==> src/rtl/pipe_pkg.sv <==
// Shared field layout for the MIPS inter-stage registers and the skid-stage state encoding.
package pipe_pkg;

  localparam int CTRL_MEMREAD  = 0;
  localparam int CTRL_MEMWRITE = 1;
  localparam int CTRL_MEMTOREG = 2;
  localparam int CTRL_REGWRITE = 3;
  localparam int CTRL_BRANCH   = 4;
  localparam int CTRL_JUMP     = 5;
  localparam int CTRL_ALUZERO  = 6;
  localparam int CTRL_SPARE    = 7;
  localparam int CTRL_BUNDLE_W = 8;

  localparam int REG_W  = 5;
  localparam int WORD_W = 32;

  // EX/MEM data bundle: {target, write data, ALU result, regRd}
  localparam int EXMEM_DATA_W = REG_W + 3 * WORD_W;
  localparam int OFF_REGRD    = 0;
  localparam int OFF_ALU      = OFF_REGRD + REG_W;
  localparam int OFF_WDATA    = OFF_ALU + WORD_W;
  localparam int OFF_TARGET   = OFF_WDATA + WORD_W;

  // Encoded as {s_valid, m_valid}; 2'b10 never occurs.
  typedef enum logic [1:0] {
    ST_EMPTY = 2'b00,
    ST_ONE   = 2'b01,
    ST_FULL  = 2'b11
  } skid_state_t;

endpackage

==> src/rtl/pipe_slot.sv <==
// One {valid, ctrl, data} holding register with load and clear; clear wins over load.
module pipe_slot
  import pipe_pkg::*;
#(
  parameter int CTRL_W    = CTRL_BUNDLE_W,
  parameter int DATA_W    = EXMEM_DATA_W,
  parameter bit ZERO_DATA = 1'b1
) (
  input  logic              clk,
  input  logic              rst_n,
  input  logic              load,
  input  logic              clear,
  input  logic [CTRL_W-1:0] ld_ctrl,
  input  logic [DATA_W-1:0] ld_data,
  output logic              valid,
  output logic [CTRL_W-1:0] ctrl,
  output logic [DATA_W-1:0] data
);

  always_ff @(posedge clk or negedge rst_n) begin
    if (!rst_n) begin
      valid <= 1'b0;
      ctrl  <= '0;
    end else if (clear) begin
      valid <= 1'b0;
      ctrl  <= '0;
    end else if (load) begin
      valid <= 1'b1;
      ctrl  <= ld_ctrl;
    end
  end

  // Data is always zeroed by reset; on clear only when ZERO_DATA is set.
  always_ff @(posedge clk or negedge rst_n) begin
    if (!rst_n) begin
      data <= '0;
    end else if (clear) begin
      if (ZERO_DATA) data <= '0;
    end else if (load) begin
      data <= ld_data;
    end
  end

endmodule

==> src/rtl/pipe_skid_reg.sv <==
// Pipeline-stage register with valid/ready handshake, 2-entry skid buffer and flush-to-bubble.
module pipe_skid_reg
  import pipe_pkg::*;
#(
  parameter int CTRL_W    = CTRL_BUNDLE_W,
  parameter int DATA_W    = EXMEM_DATA_W,
  parameter bit ZERO_DATA = 1'b1
) (
  input  logic              clk,
  input  logic              rst_n,
  input  logic              flush,
  input  logic              in_valid,
  output logic              in_ready,
  input  logic [CTRL_W-1:0] in_ctrl,
  input  logic [DATA_W-1:0] in_data,
  output logic              out_valid,
  input  logic              out_ready,
  output logic [CTRL_W-1:0] out_ctrl,
  output logic [DATA_W-1:0] out_data,
  output logic [1:0]        occupancy
);

  logic              m_valid, s_valid;
  logic [CTRL_W-1:0] m_ctrl, s_ctrl, m_ld_ctrl;
  logic [DATA_W-1:0] m_data, s_data, m_ld_data;
  logic              m_load, m_clr, s_load, s_clr, m_from_skid;
  logic              accept, send;
  skid_state_t       state;

  assign state  = skid_state_t'({s_valid, m_valid});
  assign accept = in_valid & in_ready;
  assign send   = m_valid & out_ready;

  always_comb begin
    m_load      = 1'b0;
    m_clr       = 1'b0;
    s_load      = 1'b0;
    s_clr       = 1'b0;
    m_from_skid = 1'b0;
    if (flush) begin
      m_clr = 1'b1;
      s_clr = 1'b1;
    end else begin
      unique case (state)
        ST_EMPTY: m_load = accept;
        ST_ONE: begin
          if (accept && send)  m_load = 1'b1;
          else if (accept)     s_load = 1'b1;
          else if (send)       m_clr  = 1'b1;
        end
        ST_FULL: begin
          if (send) begin
            m_load      = 1'b1;
            m_from_skid = 1'b1;
            s_clr       = 1'b1;
          end
        end
        default: begin
          m_clr = 1'b1;
          s_clr = 1'b1;
        end
      endcase
    end
  end

  // Main refills from the skid when draining FULL, otherwise from upstream.
  assign m_ld_ctrl = m_from_skid ? s_ctrl : in_ctrl;
  assign m_ld_data = m_from_skid ? s_data : in_data;

  pipe_slot #(.CTRL_W(CTRL_W), .DATA_W(DATA_W), .ZERO_DATA(ZERO_DATA)) u_main (
    .clk     (clk),
    .rst_n   (rst_n),
    .load    (m_load),
    .clear   (m_clr),
    .ld_ctrl (m_ld_ctrl),
    .ld_data (m_ld_data),
    .valid   (m_valid),
    .ctrl    (m_ctrl),
    .data    (m_data)
  );

  pipe_slot #(.CTRL_W(CTRL_W), .DATA_W(DATA_W), .ZERO_DATA(ZERO_DATA)) u_skid (
    .clk     (clk),
    .rst_n   (rst_n),
    .load    (s_load),
    .clear   (s_clr),
    .ld_ctrl (in_ctrl),
    .ld_data (in_data),
    .valid   (s_valid),
    .ctrl    (s_ctrl),
    .data    (s_data)
  );

  assign in_ready  = ~s_valid;
  assign out_valid = m_valid;
  assign out_ctrl  = m_valid ? m_ctrl : '0;
  assign out_data  = m_data;
  assign occupancy = {1'b0, m_valid} + {1'b0, s_valid};

endmodule
==> config.mk <==
export PLATFORM = sky130hd
export DESIGN_NAME = pipe_skid_reg
export DESIGN_NICKNAME = d
export VERILOG_FILES = /design/src/rtl/pipe_pkg.sv /design/src/rtl/pipe_slot.sv /design/src/rtl/pipe_skid_reg.sv
export SDC_FILE = /design/constraint.sdc
export NUM_CORES = 1
export LEC_CHECK = 0
export ABC_AREA = 1
export BUFFER_PORTS_ARGS = -buffer_cell sky130_fd_sc_hd__buf_2
export CAP_MARGIN = 40
export CELL_PAD_IN_SITES_DETAIL_PLACEMENT = 0
export CELL_PAD_IN_SITES_GLOBAL_PLACEMENT = 1
export CORE_MARGIN = 1.5
export CORE_UTILIZATION = 35
export CTS_CLUSTER_DIAMETER = 30
export CTS_CLUSTER_SIZE = 28
export DETAILED_ROUTE_END_ITERATION = 16
export GPL_TIMING_DRIVEN = 0
export PLACE_DENSITY_LB_ADDON = 0.1
export SLEW_MARGIN = 20
export SYNTH_ARGS = -nofsm -noshare
export SYNTH_HDL_FRONTEND = slang
export SYNTH_SLANG_ARGS = --single-unit
==> constraint.sdc <==
create_clock -name clk -period 1.6 [get_ports clk]
set_input_delay 0.32 -clock clk [delete_from_list [all_inputs] [get_ports clk]]
set_output_delay 0.32 -clock clk [all_outputs]
set_load 0.005 [all_outputs]
==> metrics.md <==
| Metric | Value |
|---|---|
| Via count | approximately 10,000 |
| All-layer global routing usage | 0.220 |
| Total core area | between 30,000 and 40,000 µm² |
| # rows | 64 |
| Crit end category | primary output |
| Status | finished with violations |
| WL/cell | about 17 µm |
| Sequential-to-total area share from yosys stat | 0.512 |
| # IOs | roughly 230 |
| Post-route minimum period | around 1.9 ns |
| IR drop worst, VDD | 0.00100 V |
| Gate Count Post-Synth | between 1,000 and 1,500 |
| Measured slew at the worst slew-check pin | around 0.54 ns |
| Syn Nets | 1,488 |
| R2R Setup Slk | -0.26 ns |
| Total gr overflow | 0 |
| Number of global-route vias before repair | just over 10,000 |
| Launching point of the worst reg2reg path | u_skid.valid |
| 1st-iter DRT viols | 573 |
| Mapped cell area | about 11,000 µm² |
| Final Hold Vio Count | 0 |
| Simple-gate share of the synthesized area | 0.330 |
| Layout Utilization | 0.551 |
| Cell family contributing the most delay on the critical path | flip-flops |
| Post-synthesis cell type count | 23 |
| Worst-path fanout max | 5 |
| Achievable Freq | 536 MHz |
| Cell Pwr Density | 1640 nW/µm² |
| Hold Path Class | input pin to flop |
| RSZ-0062 raised after global routing | true |
| Design Area, Final | ~17,000 µm² |
| Pre-CTS setup slack | -0.554 ns |
| Commonest cells after routing, fill and taps aside | nand2_1 (340), buf_2 (240), dfrtp_1 (218) |
| CP startpoint kind | flop |
| Req. time, crit path | about 1.3 ns |
| Total wire length | between 30,000 and 40,000 µm |
| Post-Synth Adder-Cell Area | 0.00581 |
| Yosys Warn Count | 0 |
| Root buffer selected by CTS | clkbuf_16 |
| Area leader, netlist | dfrtp_1 |
| Fill cell count | approximately 2,900 |
| Compound-cell area share of the yosys netlist | 0.0523 |
| Die Wd | roughly 180 µm |
| LEAKAGE | 0.00952 µW |
| DRT Pass-1 Iters | 5 |
| Nets@finish | ~1,800 |
| Die height | about 180 µm |
| Pin count of the biggest net entering global routing | 89 |
| Max Cap Violations | 0 |
| Failing checks | negative setup slack |
| XOR/XNOR Fraction of Synth Area | 0 |
| Top cells by area, synth | dfrtp_1 (51%), nand2_1 (16%), nand3_1 (10%) |
| Port bufs | around 230 |
| Post-route setup TNS | -43.59 ns |
| Clock latency at the later pin of the worst-skew pair | roughly 0.55 ns |
| Area grow syn2layout | 55.8% |
| Area share of the largest cell type after synthesis | 0.512 |
| Final setup vio count | roughly 230 |
| Fin crit share | 1.17 |
| Clock slew at reported path FFs | 0.04 ns |
| TritonCTS clock tree | done |
| CP max-delay cell | dfrtp_2 |
| Gpl congestion | 0.779 |
| Initial antenna violation count | 5 |
| Clock tree buffer depth | 3 |
| WP depth | 4 |
| Max-slew violation count | 0 |
| Setup ws final | -0.265 ns |
| Main combinational cell family by area after synthesis | simple AND/OR/NAND/NOR gates |
| WHS | about 0.025 ns |
| First-pass GRT wire length | between 50,000 and 60,000 µm |
| Slew headroom | 0.639 |
| Critical Path Source | u_main.valid |
| Mean area per synthesized cell | between 7 and 8 µm² |
| Synth Register Bits | 220 |
| Multiplexer share of the synthesized area | 0 |
| Area of the multi-input gates | a little over 5000 µm² |
| Total CTS buffers | 67 |
| Post-route DRC | 0 |
| Post-DP HPWL | approximately 23,000 µm |
| Final ANT Viol Nets | 0 |
| FF/Latch Area | between 5000 and 6000 µm² |
| CP max stage delay | ~0.43 ns |
| Area of the die | 31,800 µm² |
| Clock sink count | 220 |
| CP endpoint | occupancy[0] |
| Vias/cell | slightly below 5 |
| Worst Path Class, Setup | flop to primary output |
| Worst path cell trace | buf_6 > inv_8 > ha_4 > buf_2 |
| FF-to-FF End | u_skid.data[96] |
| R2R cell count | 10 |
| Setup Skew | roughly 0.022 ns |
| Initial Utilization | 0.354 |
| Layout cell share with drive strength beyond 1 | 0.384 |
| # H-tree levels | 3 |
| CP arrival | 1.54 ns |
| Most common cell after layout, fill and taps aside | nand2_1 |
| Placed instance area | approximately 13,000 µm² |
| Crit path buf inv count | 3 |
-- repair_timing --
action,CTS,global route
hold buffers,1,0
hold endpoints to repair,50,0
gates resized for setup,50,447
pin swaps,3,26
endpoints found under the setup margin,230,231
gates cloned,0,17
setup buffers,10,17
-- cells in the mapped netlist --
cell and count:
nand2_2 3, ha_1 5, clkbuf_1 37, nand2_1 448, nand3_1 219, buf_6 8
nor2_4 2, buf_4 2, nor2_1 3, nand3_2 1, dfrtp_1 220, buf_1 1
nor2_2 2, a21oi_1 1, inv_2 2, buf_8 1, o21ai_0 99, a21boi_0 1
buf_2 69, inv_1 124, nand4_2 1, o21ai_1 11, nand4_1 109
-- cells by family after synthesis --
family                   Yosys count
AO/OA/AOI/OAI                    112
adder cells (fa/ha/maj)            5
buffers and inverters            244
flip-flops                       220
AND/OR/NAND/NOR                  788
-- tightest hold or removal path: cells and delay by family --
| family | cells | cell delay (ns) |
|---|---|---|
| compound gates | 1 | 0.06 |
| buf+inv | 2 | 0.15 |
-- state kept, by name (all words and copies together) (netlist names) --
name          count
u_main.valid      1
u_main.data     101
u_skid.ctrl       8
u_skid.data     101
u_main.ctrl       8
u_skid.valid      1
-- cell type report --
cell class | count | share of cell area
Inverter | 126 | 0.0291
Timing Repair Buffer | 273 | 0.115
Antenna cell | 5 | 0.000746
Sequential cell | 220 | 0.328
Buffer | 117 | 0.0676
Clock buffer | 96 | 0.115
Tap cell | 396 | 0.0296
Clock inverter | 19 | 0.0136
Multi-Input combinational cell | 905 | 0.301
-- per-layer routing --
layer  vias to the layer above  part of all wire  track usage
li1                       5219                 -            -
met2                       273              0.46        0.338
met5                         -                 0            0
met3                        73             0.053       0.0503
met1                      4913              0.46        0.307
met4                         0             0.023       0.0698
-- how the worst min path moves through the flow --
stage,end,startpoint,cells past startpoint,slack (ns)
after floorplan,u_main.ctrl[0],rst_n,0,0.02
after global placement,u_skid.data[29],u_skid.data[29],2,0.47
after detailed placement,u_skid.data[57],rst_n,1,0.27
after CTS,u_skid.data[95],in_data[95],3,0.02
after global routing,u_skid.data[55],in_data[55],3,0.01
final,u_skid.data[55],in_data[55],3,0.02
-- stage by stage --
stage	std cells	total power (µW)
finish	2157	27500
global route	2153	28900
CTS	2119	25800
detailed placement	1993	12800
global placement	1991	12800
floorplan	1369	10500
-- where the power goes --
group,internal [µW],switching (µW)
Combinational,3410,4200
Clock,8870,3670
Sequential,6640,738
Total,18900,8600
(Power assumes the default switching activity.)
